===== config.mk =====
export PLATFORM = sky130hd
export DESIGN_NAME = uart_hex_sender
export DESIGN_NICKNAME = d
export VERILOG_FILES = /design/src/rtl/uart_hex_sender.sv
export SDC_FILE = /design/constraint.sdc
export NUM_CORES = 1
export LEC_CHECK = 0
export ABC_CLOCK_PERIOD_IN_PS = 1500
export CAP_MARGIN = 30
export CORE_ASPECT_RATIO = 0.9
export CORE_MARGIN = 3
export CORE_UTILIZATION = 49
export DETAILED_ROUTE_END_ITERATION = 6
export PLACE_DENSITY_LB_ADDON = 0.15
export SLEW_MARGIN = 20
export SYNTH_ARGS = -nofsm -noshare
export SYNTH_HDL_FRONTEND = slang
export SYNTH_SLANG_ARGS = --single-unit

===== constraint.sdc =====
create_clock -name clk -period 1.5 [get_ports clk]
set_input_delay 0.3 -clock clk [delete_from_list [all_inputs] [get_ports clk]]
set_output_delay 0.3 -clock clk [all_outputs]
set_load 0.03 [all_outputs]

===== src/rtl/uart_hex_sender.sv =====
// uart_hex_sender: sends a 4*DIGITS-bit word to the UART TX FIFO as ASCII hex,
// most significant nibble first, optionally followed by CR LF.
//
// Ports:
//   clk      in   system clock, rising edge
//   reset    in   synchronous, active-low reset
//   start    in   1-cycle request, only honoured in IDLE
//   data     in   word to send, captured when start is accepted
//   tx_full  in   UART TX FIFO full flag
//   wr_uart  out  FIFO write strobe, one byte per asserted cycle
//   w_data   out  byte written when wr_uart=1 (held during a stall)
//   busy     out  high while bytes are still to be written
//   done     out  1-cycle pulse after the final byte
//
// state  | meaning
// IDLE   | waiting for start
// HEX    | writing hex characters, one nibble per write
// CR     | writing 0x0D
// LF     | writing 0x0A
// DONE   | one-cycle completion pulse
module uart_hex_sender #(
  parameter int DIGITS    = 4,
  parameter bit ADD_CRLF  = 1'b1,
  parameter bit UPPERCASE = 1'b1
) (
  input  logic                  clk,
  input  logic                  reset,
  input  logic                  start,
  input  logic [4*DIGITS-1:0]   data,
  input  logic                  tx_full,
  output logic                  wr_uart,
  output logic [7:0]            w_data,
  output logic                  busy,
  output logic                  done
);

  localparam int DW = 4 * DIGITS;
  localparam int CW = $clog2(DIGITS + 1);

  typedef enum logic [2:0] {
    S_IDLE,
    S_HEX,
    S_CR,
    S_LF,
    S_DONE
  } state_t;

  state_t          state_q, state_d;
  logic [DW-1:0]   shadow_q, shadow_d;
  logic [CW-1:0]   count_q, count_d;

  logic [3:0]      nibble;
  logic [7:0]      nibble8;
  logic [7:0]      hex_char;

  assign nibble  = shadow_q[DW-1 -: 4];
  assign nibble8 = {4'h0, nibble};

  always_comb begin
    if (nibble < 4'd10) begin
      hex_char = 8'h30 + nibble8;
    end else if (UPPERCASE) begin
      hex_char = 8'h37 + nibble8;
    end else begin
      hex_char = 8'h57 + nibble8;
    end
  end

  always_ff @(posedge clk) begin
    if (!reset) begin
      state_q  <= S_IDLE;
      shadow_q <= '0;
      count_q  <= '0;
    end else begin
      state_q  <= state_d;
      shadow_q <= shadow_d;
      count_q  <= count_d;
    end
  end

  always_comb begin
    state_d  = state_q;
    shadow_d = shadow_q;
    count_d  = count_q;
    wr_uart  = 1'b0;
    w_data   = 8'h00;
    busy     = 1'b0;
    done     = 1'b0;

    case (state_q)
      S_IDLE: begin
        if (start) begin
          shadow_d = data;
          count_d  = '0;
          state_d  = S_HEX;
        end
      end

      S_HEX: begin
        busy    = 1'b1;
        w_data  = hex_char;
        wr_uart = ~tx_full;
        if (!tx_full) begin
          shadow_d = shadow_q << 4;
          count_d  = count_q + CW'(1);
          if (count_q == CW'(DIGITS - 1)) begin
            state_d = ADD_CRLF ? S_CR : S_DONE;
          end
        end
      end

      S_CR: begin
        busy    = 1'b1;
        w_data  = 8'h0D;
        wr_uart = ~tx_full;
        if (!tx_full) begin
          state_d = S_LF;
        end
      end

      S_LF: begin
        busy    = 1'b1;
        w_data  = 8'h0A;
        wr_uart = ~tx_full;
        if (!tx_full) begin
          state_d = S_DONE;
        end
      end

      S_DONE: begin
        done    = 1'b1;
        state_d = S_IDLE;
      end

      default: begin
        state_d = S_IDLE;
      end
    endcase
  end

endmodule

== Yosys cells after proc, flatten, opt, wreduce, memory -nomap -nowiden ==
Index checks and enable logic that the tools add are counted.
Word-level totals
  bits in registers: 22
  input bits: 20
  output and inout bits: 11
  logic and storage cells: 40
Operators by class
  add/sub/neg operators: 3
  $lt $le $gt $ge: 1
  equal/unequal tests: 10
  muxes and demuxes: 17
  bitwise logic cells: 1
  reductions and logical operators: 5
Operators by type and width (number)
  $mux W16: 2
  $pmux W16 S2: 1
  $mux W3: 7
  $pmux W7 S3: 1
  $add A6 B4 Y7 const A: 2
  $pmux W3 S4: 1
  $ne A2 B2 Y1 const B: 5
  $eq A3 B2 Y1 const B: 3
  $mux W7: 1
  $pmux W3 S2: 1
  $reduce_and A5 Y1: 1
  $lt A4 B4 Y1 const B: 1
  $add A3 B1 Y3 const B: 1
  $eq A3 B1 Y1 const B: 1
  $eq A3 B3 Y1 const B: 1
  $logic_not A3 Y1: 1
  $mux W1: 3
  $reduce_and A3 Y1: 1
  $reduce_or A3 Y1: 1
  $reduce_bool A2 Y1: 1
  $not A1 Y1: 1

== Depth between registers and ports, before layout ==
  depth in word-level cells: 4
  mapped depth: 5
  mapped depth without buffers: 5

== Least setup slack after synthesis ==
OpenSTA, ideal clock, no wires.
  path kind: register to output
  from: register state_q[0]
  to: output port wr_uart
  arrival time: 1.534 ns
  required time: 1.200 ns
  path slack: -0.334 ns
  stages on the path, launching flop included: 6
  path buffers: 3
  cells stage by stage: dfxtp_1 > buf_6 > clkbuf_1 > buf_2 > nor2_1 > nor3_1
Between the ends
  longest elaborated chain between the ends: 3
  elaborated cells on any way between the ends: 5
  classes of those cells: eq/ne: 3; mux: 1; reduce/logical: 1
Ends and longest elaborated chain
  start, declared: RTL line 48  | state_t state_q, state_d;
  start signal, assigned: RTL line 75  | state_q <= state_d;
  $eq A3 B2 Y1 / $eq A3 B1 Y1 (equally long branches): RTL line 90  | case (state_q)
  $reduce_or A3 Y1 (no line) *
  $mux W1 *
  end, declared: RTL line 31  | output logic wr_uart,
Every way passes the cells marked *; elsewhere a longest branch is shown, timed or not.

== Worst setup path in the final report ==
  from: register state_q[2]
  to: output port w_data[0]
Between the ends
  longest elaborated chain between the ends: 2
  elaborated cells on any way between the ends: 4
  classes of those cells: eq/ne: 3; mux: 1
Ends and longest elaborated chain
  $eq A3 B2 Y1 / $eq A3 B1 Y1 (equally long branches): RTL line 90
  $pmux W7 S3 *: RTL line 90
  end, declared: RTL line 32  | output logic [7:0] w_data,
Marked as above.

==> impl_metrics.py <==
metrics = {
    "min_path": {
        "min-delay-path-class": "reg2reg",
        "timing.hold.worst_endpoint": "shadow_q[2]",
        "worst_hold_startpoint": "shadow_q[2]",
        "worstHoldPathCells": 2,
    },
    "logic_synthesis": {
        "simple_gate_share_of_the_synthesized_area_pct": 30.9,
        "synth.avg_cell_area_sq_um": 8.77,
        "ys_async_sr_fraction_pct": 0,
        "yosys.area_share.adder_pct": 2.81,
        "postSynthNetCount": 175,
        "number_of_distinct_library_cells_after_synthesis": 33,
        "synth_seq_area_share_pct": 33.0,
        "synth.yosys.warnings": 0,
        "synth.ff_latch_count": 22,
        "count_of_flip_flops_with_a_built_in_enable_after_synthesis": 0,
        "synth_cells": 152,
        "syn-cell-area_sq_mm": 0.00133,
        "synthFlopType": "dfxtp_1",
        "synth_top_family_by_area": "simple AND/OR/NAND/NOR gates",
        "portion_of_netlist_area_occupied_by_mux_cells_pct": 6.00,
        "synth_compound_area_share_pct": 19.9,
        "synthXorXnorAreaFrac_pct": 0,
    },
    "route": {
        "drt-initial-drc-count": 21,
        "vias_per_cell": 5.71,
        "totalWireLength_mm": 3.24,
        "wl_per_cell_um": 14.7,
        "num_vias": 1263,
        "drtAntennaViolNets": 0,
        "drcViolationCount": 0,
        "drt-pass1-iter-count": 4,
    },
    "layout": {
        "drive_gt1_share_pct": 32.6,
        "final_nets": 217,
        "layoutNonFillerInstCount": 221,
        "area_delta_synth_final_pct": 45.7,
        "layout.cell_area.non_filler_sq_mm": 0.00194,
        "utilization_pct": 76.8,
        "layout.cells.most_common": "nor3b_1",
        "layout_common_cells": "nor3b_1 (24), buf_4 (22), clkdlybuf4s50_1 (18)",
        "antenna_cells_inserted": 0,
    },
    "grt": {
        "groute.layer.met2.usage_pct": 34.7,
        "global_route.peak_usage_layer": "met2",
        "globalRouteTotalUtil_pct": 19.6,
        "met3_usage_pct": 2.57,
        "grt_first_pass_wirelength_mm": 5.26,
        "met1_usage_pct": 23.6,
        "number_of_antenna_violations_at_the_first_check_in_global_routing": 0,
        "overflow": 0,
        "grt_max_degree": 28,
        "number_of_global_route_vias_before_repair": 1260,
    },
    "power": {
        "p_switching_uw": 467,
        "peakVddDrop_uv": 577,
        "p_int_uw": 1200,
        "power_per_cell_area_mw_per_mm2": 856,
        "power_leakage_uw": 0.000889,
        "power_uw": 1660,
        "clock_power_share_pct": 27.4,
        "power.sequential.fraction_pct": 40.7,
        "combPwrFrac_pct": 32.0,
        "p_sw_share_pct": 28.1,
    },
    "place": {
        "placement.cell_area_sq_mm": 0.00173,
        "numPlacedInstances": 212,
        "numPortBuffers": 29,
        "pre_cts_ws_ns": -0.107,
        "gp_routability_congestion": 0.750,
        "detailed_place_hpwl_mm": 2.19,
    },
    "floorplan": {
        "floorplan.core_area_sq_mm": 0.00253,
        "initial_core_util_pct": 52.7,
        "count_of_boundary_i_o_pins": 31,
        "floorplan.die.height_um": 55.5,
        "die_x_um": 61.0,
        "row_count": 17,
        "floorplan.die_area_sq_mm": 0.00338,
    },
    "setup_path": {
        "largest_stage_delay_worst_path_ns": 0.52,
        "crit_arrival_ns": 1.53,
        "cell_chain_critical_path": "or4b_1 -> o211ai_1 -> buf_4",
        "crit_type": "reg2out",
        "crit_path_top_delay_cell": "or4b_1",
        "worstSetupStartpointType": "register",
        "timing.rr.end": "shadow_q[11]",
        "worst-r2r-cell-count": 5,
        "wp_data_required_ns": 1.20,
        "end_kind": "primary output",
        "r2r_slack_ns": 0.09,
        "regToRegStartpoint": "state_q[0]",
        "cp_max_fo": 2,
    },
    "job": {
        "timing.max_cap.violations": 0,
    },
    "sta": {
        "hold_viol": 0,
        "fin_worst_skew_ns": 0.00361,
        "achievable-frequency_mhz": 548,
        "crit_path_setup_slack_layout_ns": -0.326,
        "finalWorstPathRequiredPeriod_ns": 1.83,
        "finalCritPeriodShare_pct": 122,
        "drv_slew": 0,
        "grt_setup_unrepaired": "true",
        "setup-violations-final": 7,
    },
    "outcome": {
        "run_status": "finished, violations left",
        "violations_in_the_final_reports": "setup timing",
    },
    "clock_network": {
        "clock_network_latency_to_the_later_pin_of_the_worst_skew_pair_ns": 0.31,
        "cts_buffer_depth": 2,
        "clkSlewWorstSetupHoldPaths_ns": 0.13,
        "cts_max_level": 1,
        "cts_hold_repair.buffers": 0,
        "tritoncts_clock_tree": "yes",
        "cts_buffers": 3,
        "clockRootBuffer": "clkbuf_4",
        "clock-sinks": 22,
    },
}
flip-flops by register name, summed over array words and instances (netlist names):
signal    cells
shadow_q     16
count_q       3
state_q       3
how the worst max path moves through the flow:
stage,depth (start not counted),end,from,slack [ns]
after global placement,5,shadow_q[9],start,-0.05
final,3,w_data[0],state_q[2],-0.33
after CTS,3,w_data[0],state_q[2],-0.34
after floorplan,3,w_data[0],state_q[0],-0.17
after detailed placement,5,shadow_q[14],start,-0.11
after global routing,3,w_data[0],state_q[0],-0.38
cell families (layout without fill, tap and decap cells):
| kind of cell | count (synthesis) | after routing |
|---|---|---|
| buffers and inverters | 18 | 59 |
| AOI/OAI and AO/OA | 36 | 36 |
| DFF | 22 | 22 |
| other | 1 | 1 |
| and+or+nand+nor | 64 | 64 |
| adders and majority gates | 3 | 3 |
| muxes | 8 | 8 |
power by group through the flow:
| stage | clock (uW) | combinational [uW] | sequential, uW |
|---|---|---|---|
| final | 455 | 532 | 676 |
| after CTS | 465 | 495 | 667 |
| after global routing | 491 | 576 | 682 |
| after global placement | 0 | 443 | 672 |
| after detailed placement | 0 | 458 | 675 |
| after floorplan | 0 | 292 | 671 |
through the flow:
step / hold slack [ns] / setup TNS (ns)
final: 0.473 / -1.27
after global routing: 0.508 / -1.91
after CTS: 0.475 / -1.36
after detailed placement: 0.455 / -1.20
after global placement: 0.444 / -0.616
after floorplan: 0.435 / -0.277
layout make-up:
| cell class | count | area, sq um |
|---|---|---|
| timing repair buffer | 51 | 502 |
| inverter | 4 | 17.5 |
| clock inverter | 1 | 30.0 |
| multi-input combinational | 112 | 886 |
| clock buffer | 3 | 22.5 |
| sequential | 22 | 450 |
| tap | 28 | 35.0 |
| fill | 182 | 588 |
cell usage after synthesis (2+ instances only):
cell	count	share of area, %
nor3b_1	24	14
dfxtp_1	22	33
o21ai_0	15	5.6
o211a_1	13	9.8
nand2_1	11	3.1
mux2i_1	8	6.0
clkbuf_1	7	2.0
nand3b_1	7	3.9
nor2_1	6	1.7
buf_2	4	1.5
inv_1	4	1.1
nor2b_1	4	1.9
a21oi_1	3	1.1
ha_1	3	2.8
nand2b_1	2	0.94
nor3_1	2	0.75
per-layer routing:
layer,wire [um],vias to the layer above
li1,-,630
met1,1430,601
met2,1670,28
met3,105,4
met4,32,0
met5,0,-
repair_timing:
| action | 4_1_cts | 5_1_grt |
|---|---|---|
| resized for setup | 23 | 13 |
| endpoints found under the setup margin | 10 | 15 |
| gates cloned | 0 | 1 |
| pin swaps | 9 | 4 |
| setup buffers | 3 | 1 |
worst max-delay path, delay by kind of cell (launching register included):
family	cells	cell delay (ns)
and+or+nand+nor	1	0.52
buffers and inverters	1	0.19
AOI/OAI and AO/OA	1	0.18
DFF	1	0.33
No activity file was read; power rests on OpenSTA's default activity.
